[config.mk]
export PLATFORM = sky130hd
export DESIGN_NAME = exhaustive_stim_capture_flat
export DESIGN_NICKNAME = d
export VERILOG_FILES = /design/src/rtl/exhaustive_stim_capture_pkg.sv /design/src/rtl/exhaustive_stim_capture_if.sv /design/src/rtl/exhaustive_stim_capture_dwell_timer.sv /design/src/rtl/exhaustive_stim_capture.sv /design/src/flat_wrapper.sv
export SDC_FILE = /design/constraint.sdc
export NUM_CORES = 1
export LEC_CHECK = 0
export ABC_CLOCK_PERIOD_IN_PS = 1800
export CORE_UTILIZATION = 39
export DETAILED_ROUTE_END_ITERATION = 7
export PLACE_DENSITY = 0.64
export SYNTH_ARGS = -nofsm -noshare
export SYNTH_HDL_FRONTEND = slang
export SYNTH_SLANG_ARGS = --single-unit
[constraint.sdc]
create_clock -name clk -period 1.8 [get_ports clk]
set_input_delay 0.54 -clock clk [delete_from_list [all_inputs] [get_ports clk]]
set_output_delay 0.54 -clock clk [all_outputs]
set_load 0.02 [all_outputs]
[src/rtl/exhaustive_stim_capture_pkg.sv]
// Shared definitions for the exhaustive stimulus/capture stage.
// Holds the sweep FSM state type, pattern/counter sizing and golden
// truth-table words of reference 4-input functions, plus a helper
// that validates the DWELL / SAMPLE_AT parameter pair.
package exhaustive_stim_capture_pkg;

  typedef enum logic [1:0] {
    IDLE  = 2'd0,
    DRIVE = 2'd1,
    DONE  = 2'd2
  } state_e;

  localparam int NUM_PATTERNS = 16;
  localparam int IDX_W        = 4;
  localparam int CNT_W        = 8;

  // Golden truth words: bit i is f({a,b,c,d} == i)
  localparam logic [NUM_PATTERNS-1:0] XOR4 = 16'h6996;
  localparam logic [NUM_PATTERNS-1:0] AND4 = 16'h8000;
  localparam logic [NUM_PATTERNS-1:0] OR4  = 16'hFFFE;
  localparam logic [NUM_PATTERNS-1:0] NOTA = 16'h00FF;

  // The dwell counter is 8 bits and the sample point must fall inside the dwell
  function automatic logic params_ok(int dwell, int sampleAt);
    return (dwell >= 2) && (dwell <= 255) && (sampleAt >= 1) && (sampleAt <= dwell - 1);
  endfunction

endpackage

[src/rtl/exhaustive_stim_capture_if.sv]
// Bus between a sweep requester and the stimulus/capture stage.
//   start, abort : sweep control from the requester
//   x            : output of the block under characterisation
//   a, b, c, d   : pattern bits 3..0 driven to the block
//   busy, done   : sweep status (done is a one-cycle pulse)
//   truth        : captured truth-table word
//   pattern_idx  : pattern currently being driven
interface exhaustive_stim_capture_if;
  import exhaustive_stim_capture_pkg::*;

  logic                    start;
  logic                    abort;
  logic                    x;
  logic                    a;
  logic                    b;
  logic                    c;
  logic                    d;
  logic                    busy;
  logic                    done;
  logic [NUM_PATTERNS-1:0] truth;
  logic [IDX_W-1:0]        pattern_idx;

  modport master (
    output start, abort, x,
    input  a, b, c, d, busy, done, truth, pattern_idx
  );

  modport slave (
    input  start, abort, x,
    output a, b, c, d, busy, done, truth, pattern_idx
  );

endinterface

[src/rtl/exhaustive_stim_capture_dwell_timer.sv]
// Dwell counter for one stimulus pattern.
//   clk, rst_n   : clock, asynchronous active-low reset
//   clear_i      : return count to zero (wins over enable)
//   en_i         : advance count by one
//   sample_hit_o : count equals SAMPLE_AT (capture point)
//   last_hit_o   : count equals DWELL-1 (final cycle of the pattern)
module exhaustive_stim_capture_dwell_timer
  import exhaustive_stim_capture_pkg::*;
#(
  parameter int DWELL     = 4,
  parameter int SAMPLE_AT = 3
) (
  input  logic clk,
  input  logic rst_n,
  input  logic clear_i,
  input  logic en_i,
  output logic sample_hit_o,
  output logic last_hit_o
);

  localparam logic [CNT_W-1:0] SAMPLE_CNT = CNT_W'(SAMPLE_AT);
  localparam logic [CNT_W-1:0] LAST_CNT   = CNT_W'(DWELL - 1);

  logic [CNT_W-1:0] cnt_q;
  logic [CNT_W-1:0] cnt_d;

  // Next count: clear has priority so a pattern change restarts the dwell
  always_comb begin
    cnt_d = cnt_q;
    if (clear_i) begin
      cnt_d = '0;
    end else if (en_i) begin
      cnt_d = cnt_q + 8'd1;
    end
  end

  // Count register
  always_ff @(posedge clk or negedge rst_n) begin
    if (!rst_n) begin
      cnt_q <= '0;
    end else begin
      cnt_q <= cnt_d;
    end
  end

  // Decodes of the registered count
  always_comb begin
    sample_hit_o = (cnt_q == SAMPLE_CNT);
    last_hit_o   = (cnt_q == LAST_CNT);
  end

endmodule

[src/rtl/exhaustive_stim_capture.sv]
// Exhaustive stimulus/capture stage: walks {a,b,c,d} through 0..15,
// holds each pattern DWELL cycles and samples x at offset SAMPLE_AT,
// assembling a 16-bit truth word.
//   clk, rst_n : clock, asynchronous active-low reset
//   bus        : slave side of exhaustive_stim_capture_if
module exhaustive_stim_capture
  import exhaustive_stim_capture_pkg::*;
#(
  parameter int DWELL     = 4,
  parameter int SAMPLE_AT = 3
) (
  input logic                      clk,
  input logic                      rst_n,
  exhaustive_stim_capture_if.slave bus
);

  if (!params_ok(DWELL, SAMPLE_AT)) begin : g_bad_params
    $error("exhaustive_stim_capture: DWELL must be 2..255 and SAMPLE_AT 1..DWELL-1");
  end

  localparam logic [IDX_W-1:0] LAST_IDX = IDX_W'(NUM_PATTERNS - 1);

  state_e                  state_q, state_d;
  logic [IDX_W-1:0]        pattern_q, pattern_d;
  logic [IDX_W-1:0]        abcd_q, abcd_d;
  logic [NUM_PATTERNS-1:0] truth_q, truth_d;
  logic                    sampleHit;
  logic                    lastHit;
  logic                    timerClear;
  logic                    timerEn;

  // The dwell count only runs while driving and restarts for every pattern
  assign timerEn    = (state_q == DRIVE);
  assign timerClear = (state_q != DRIVE) || lastHit || bus.abort;

  exhaustive_stim_capture_dwell_timer #(
    .DWELL     (DWELL),
    .SAMPLE_AT (SAMPLE_AT)
  ) u_dwell_timer (
    .clk          (clk),
    .rst_n        (rst_n),
    .clear_i      (timerClear),
    .en_i         (timerEn),
    .sample_hit_o (sampleHit),
    .last_hit_o   (lastHit)
  );

  // State, pattern, pin and truth registers
  always_ff @(posedge clk or negedge rst_n) begin
    if (!rst_n) begin
      state_q   <= IDLE;
      pattern_q <= '0;
      abcd_q    <= '0;
      truth_q   <= '0;
    end else begin
      state_q   <= state_d;
      pattern_q <= pattern_d;
      abcd_q    <= abcd_d;
      truth_q   <= truth_d;
    end
  end

  // Next-state: abort beats start in IDLE and ends a sweep without DONE
  always_comb begin
    state_d = state_q;
    case (state_q)
      IDLE: begin
        if (bus.start && !bus.abort) begin
          state_d = DRIVE;
        end
      end
      DRIVE: begin
        if (bus.abort) begin
          state_d = IDLE;
        end else if (lastHit && (pattern_q == LAST_IDX)) begin
          state_d = DONE;
        end
      end
      DONE:    state_d = IDLE;
      default: state_d = IDLE;
    endcase
  end

  // Datapath: capture x at the sample point, advance the pattern at the last
  // dwell cycle; pins are registered from the next state so they change
  // together with busy
  always_comb begin
    pattern_d = pattern_q;
    truth_d   = truth_q;
    case (state_q)
      IDLE: begin
        pattern_d = '0;
        if (state_d == DRIVE) begin
          truth_d = '0;
        end
      end
      DRIVE: begin
        if (bus.abort) begin
          pattern_d = '0;
        end else begin
          if (sampleHit) begin
            truth_d[pattern_q] = bus.x;
          end
          if (lastHit && (pattern_q != LAST_IDX)) begin
            pattern_d = pattern_q + 4'd1;
          end
        end
      end
      default: pattern_d = '0;
    endcase
    abcd_d = (state_d == DRIVE) ? pattern_d : '0;
  end

  // Outputs
  always_comb begin
    bus.a           = abcd_q[3];
    bus.b           = abcd_q[2];
    bus.c           = abcd_q[1];
    bus.d           = abcd_q[0];
    bus.busy        = (state_q == DRIVE);
    bus.done        = (state_q == DONE);
    bus.truth       = truth_q;
    bus.pattern_idx = pattern_q;
  end

endmodule

[src/flat_wrapper.sv]
// flat-port wrapper written by rule: the top's interface ports become plain ports
module exhaustive_stim_capture_flat import exhaustive_stim_capture_pkg::*;
#(
  parameter int DWELL     = 4,
  parameter int SAMPLE_AT = 3
)
  (clk, rst_n, bus_start, bus_abort, bus_x, bus_a, bus_b, bus_c, bus_d, bus_busy, bus_done, bus_truth, bus_pattern_idx);
  exhaustive_stim_capture_if bus_i ();
  input logic clk;
  input logic rst_n;
  input wire logic [$bits(bus_i.start)-1:0] bus_start;
  input wire logic [$bits(bus_i.abort)-1:0] bus_abort;
  input wire logic [$bits(bus_i.x)-1:0] bus_x;
  output wire logic [$bits(bus_i.a)-1:0] bus_a;
  output wire logic [$bits(bus_i.b)-1:0] bus_b;
  output wire logic [$bits(bus_i.c)-1:0] bus_c;
  output wire logic [$bits(bus_i.d)-1:0] bus_d;
  output wire logic [$bits(bus_i.busy)-1:0] bus_busy;
  output wire logic [$bits(bus_i.done)-1:0] bus_done;
  output wire logic [$bits(bus_i.truth)-1:0] bus_truth;
  output wire logic [$bits(bus_i.pattern_idx)-1:0] bus_pattern_idx;
  assign bus_i.start = bus_start;
  assign bus_i.abort = bus_abort;
  assign bus_i.x = bus_x;
  assign bus_a = bus_i.a;
  assign bus_b = bus_i.b;
  assign bus_c = bus_i.c;
  assign bus_d = bus_i.d;
  assign bus_busy = bus_i.busy;
  assign bus_done = bus_i.done;
  assign bus_truth = bus_i.truth;
  assign bus_pattern_idx = bus_i.pattern_idx;
  exhaustive_stim_capture #(.DWELL(DWELL), .SAMPLE_AT(SAMPLE_AT)) u_core (.clk(clk), .rst_n(rst_n), .bus(bus_i));
endmodule
==> flow_metrics.env, run 1 <==
export IMPL_status="finished, violations left"
export IMPL_violations="negative setup slack"
export IMPL_crit_required_ns=1.95
export IMPL_grt_setup_unrepaired="true"
export IMPL_slew_limit_headroom_pct=70.6
export IMPL_drv_cap=0
export IMPL_drt_first_iter_violations=172
export IMPL_gr_usage_all_layers_pct=21.1
export IMPL_netlist_area_um2=1850
export IMPL_whs_ns=0.538
export IMPL_synth_cell_type_count=36
export IMPL_clk_path_buf_depth=2
export IMPL_synthCells=195
export IMPL_clkTransAtPathRegs_ns=0.07
export IMPL_end_kind="register"
export IMPL_port_buffer_count=30
export IMPL_cts_sinks=34
export IMPL_dpl_hpwl_um=3460
export IMPL_skew_ns=0.00602
export IMPL_die_area_um2=5030
export IMPL_antennaDiodeCount=0
export IMPL_drt_pass1_iter_count=6
export IMPL_cp_arrival_ns=1.95
export IMPL_via_count=1805
export IMPL_avgViaCountPerCell=5.88
export IMPL_post_route_drc_count=0
export IMPL_drive_gt1_share_pct=25.1
export IMPL_dpl_cell_area_um2=2470
export IMPL_grt_pass1_wl_um=8340
export IMPL_fillCellCount=399
export IMPL_synth_seq_cells=34
export IMPL_hold_class="reg2reg"
export IMPL_worstMarginPinSlew_ns=0.437
export IMPL_syn_nets=205
export IMPL_initial_utilization_pct=41.7
export IMPL_antenna_left=0
export IMPL_coreArea_um2=4440
export IMPL_postCtsSetupBuffers=0
export IMPL_cts_tree="done"
export IMPL_setup_viol=1
export IMPL_fin_area_um2=2670
export IMPL_area_delta_synth_final_pct=44.1
export IMPL_antenna_found_initial=0
export IMPL_fmax_mhz=555
export IMPL_grt_max_degree=35
export IMPL_grt_pass1_vias=1793
export IMPL_synth_edff_count=0
export IMPL_clk_latency_ns=0.29
export IMPL_postSynth_asyncResetShare_pct=100
export IMPL_vdd_ir_drop_max_mv=0.538
export IMPL_syn_avg_cell_area_um2=9.50
export IMPL_utilization_pct=60.1
export IMPL_routed_wl_um=5000
export IMPL_numCtsBuffers=5
export IMPL_h_tree_depth=2
export IMPL_period_share_pct=100
export IMPL_finalCriticalPeriod_ns=1.80
export IMPL_startpoint_type="input port"
export IMPL_place_gp_congestion=0.850
export IMPL_cts_root_buf="clkbuf_8"
export IMPL_wl_per_cell_um=16.3
export IMPL_critical_path_class="in2reg"
export IMPL_crit_path_max_fanout=12
export IMPL_ys_warnings_count=0
export IMPL_synthFlopType="dfrtp_1"
export IMPL_fin_ws_ns=-0.00280
export IMPL_nets=264
export IMPL_synth_seq_area_share_pct=45.9
export IMPL_core_rowCount=24
export IMPL_hold_buffers=0
export IMPL_fp_dieH_um=70.9
export IMPL_hold_viol_final=0
export IMPL_final_cell_mix="34 x buf_4, 34 x dfrtp_1, 22 x dlygate4sd2_1"
export IMPL_io_pins=31
export IMPL_p_per_area_nw_per_um2=921
export IMPL_drv_slew=0
export IMPL_grt_ovfl_total=0
export IMPL_p_leak_nw=1.16
export IMPL_die_w_um=70.9
==> synth_stat cells (5+ instances only) <==
master / instances / share of area [%]
a21oi_1: 9 / 2.4
clkbuf_1: 14 / 2.8
dfrtp_1: 34 / 46
ha_1: 5 / 3.4
inv_1: 12 / 2.4
nand2_1: 9 / 1.8
nand3_1: 20 / 5.4
nand3b_1: 8 / 3.2
nor2_1: 9 / 1.8
o211ai_1: 12 / 4.9
o311ai_0: 16 / 7.6
==> routing by layer <==
layer / GRT usage, % / share of wire, % / vias up
li1: - / - / 863
met1: 27.5 / 44 / 878
met2: 35.4 / 50 / 59
met3: 5.13 / 5.4 / 5
met4: 5.33 / 0.74 / 0
met5: 0 / 0 / -
==> area by class of cell <==
type / instances / area, um^2 / share of cell area (%)
Multi-Input combinational cell: 132 / 990 / 37.1
Sequential cell: 34 / 851 / 31.9
Timing Repair Buffer: 69 / 608 / 22.8
Clock buffer: 8 / 110 / 4.13
Tap cell: 52 / 65.1 / 2.44
Inverter: 12 / 45.0 / 1.69
==> path summary, 6_finish.rpt <==
kind	start	endpoint	slack, ns	depth (start not counted)
min	u_core.bus.truth[7]	u_core.bus.truth[7]	0.54	2
min in group asynchronous	rst_n	u_core.bus.truth[4]	0.61	2
min reg2reg	u_core.bus.truth[7]	u_core.bus.truth[7]	0.54	2
max in group asynchronous	rst_n	u_core.u_dwell_timer.cnt_q[1]	1.00	2
max	bus_start	u_core.bus.truth[2]	-0.003	5
max reg2reg	u_core.u_dwell_timer.cnt_q[7]	u_core.abcd_q[3]	0.02	4
==> what timing repair did <==
item / in CTS / in global routing
resized for setup: 43 / 17
endpoints found under the hold margin: 0 / 0
pin swaps: 2 / 2
setup endpoints to repair: 43 / 12
==> through the flow <==
| stage | setup slack [ns] | power, mW | TNS (ns) | cells |
|---|---|---|---|---|
| global placement | -0.454 | 1.82 | -9.53 | 299 |
| detailed placement | -0.497 | 1.85 | -9.93 | 299 |
| floorplan | 0.0166 | 1.42 | 0 | 195 |
| finish | -0.00280 | 2.46 | -0.00280 | 307 |
| global route | -0.0412 | 2.59 | -0.0823 | 307 |
| CTS | -0.00751 | 2.44 | -0.00751 | 307 |
==> kinds of logic after synthesis <==
kind of cell    Yosys count  share of synthesized area, %
mux                       1                         0.541
simple gates             66                          19.8
xor+xnor                  3                          1.42
fa+ha+maj                 5                          3.38
buf+inv                  29                          6.08
flops                    34                          45.9
compound gates           57                          22.8
==> power by group <==
group	leakage (nW)	switching (mW)	internal (mW)
Sequential	0.437	0.123	0.913
Combinational	0.662	0.407	0.347
Clock	0.0575	0.281	0.386
Total	1.16	0.810	1.65
==> state kept, by name (all words and copies together) (netlist names) <==
name / cells
u_core.abcd_q: 4
u_core.bus.pattern_idx: 4
u_core.state_q: 2
u_core.bus.truth: 16
u_core.u_dwell_timer.cnt_q: 8
==> worst max-delay path, stage by stage <==
cell and delay, ns:
clkdlybuf4s50_1 0.49, or4b_4 0.48, buf_6 0.18, o311ai_1 0.11, o211ai_1 0.15
Power figures use the tool's default switching activity.
==> inputs of run 2 (changes only) <==
--- a/config.mk
+++ b/config.mk
@@ -6,6 +6,7 @@
 export NUM_CORES = 1
 export LEC_CHECK = 0
 export ABC_CLOCK_PERIOD_IN_PS = 1800
+export CAP_MARGIN = 30
 export CORE_UTILIZATION = 39
 export DETAILED_ROUTE_END_ITERATION = 7
 export PLACE_DENSITY = 0.64
==> results of run 2 <==
Final layout, timing and power as in run 1 (identical DEF).
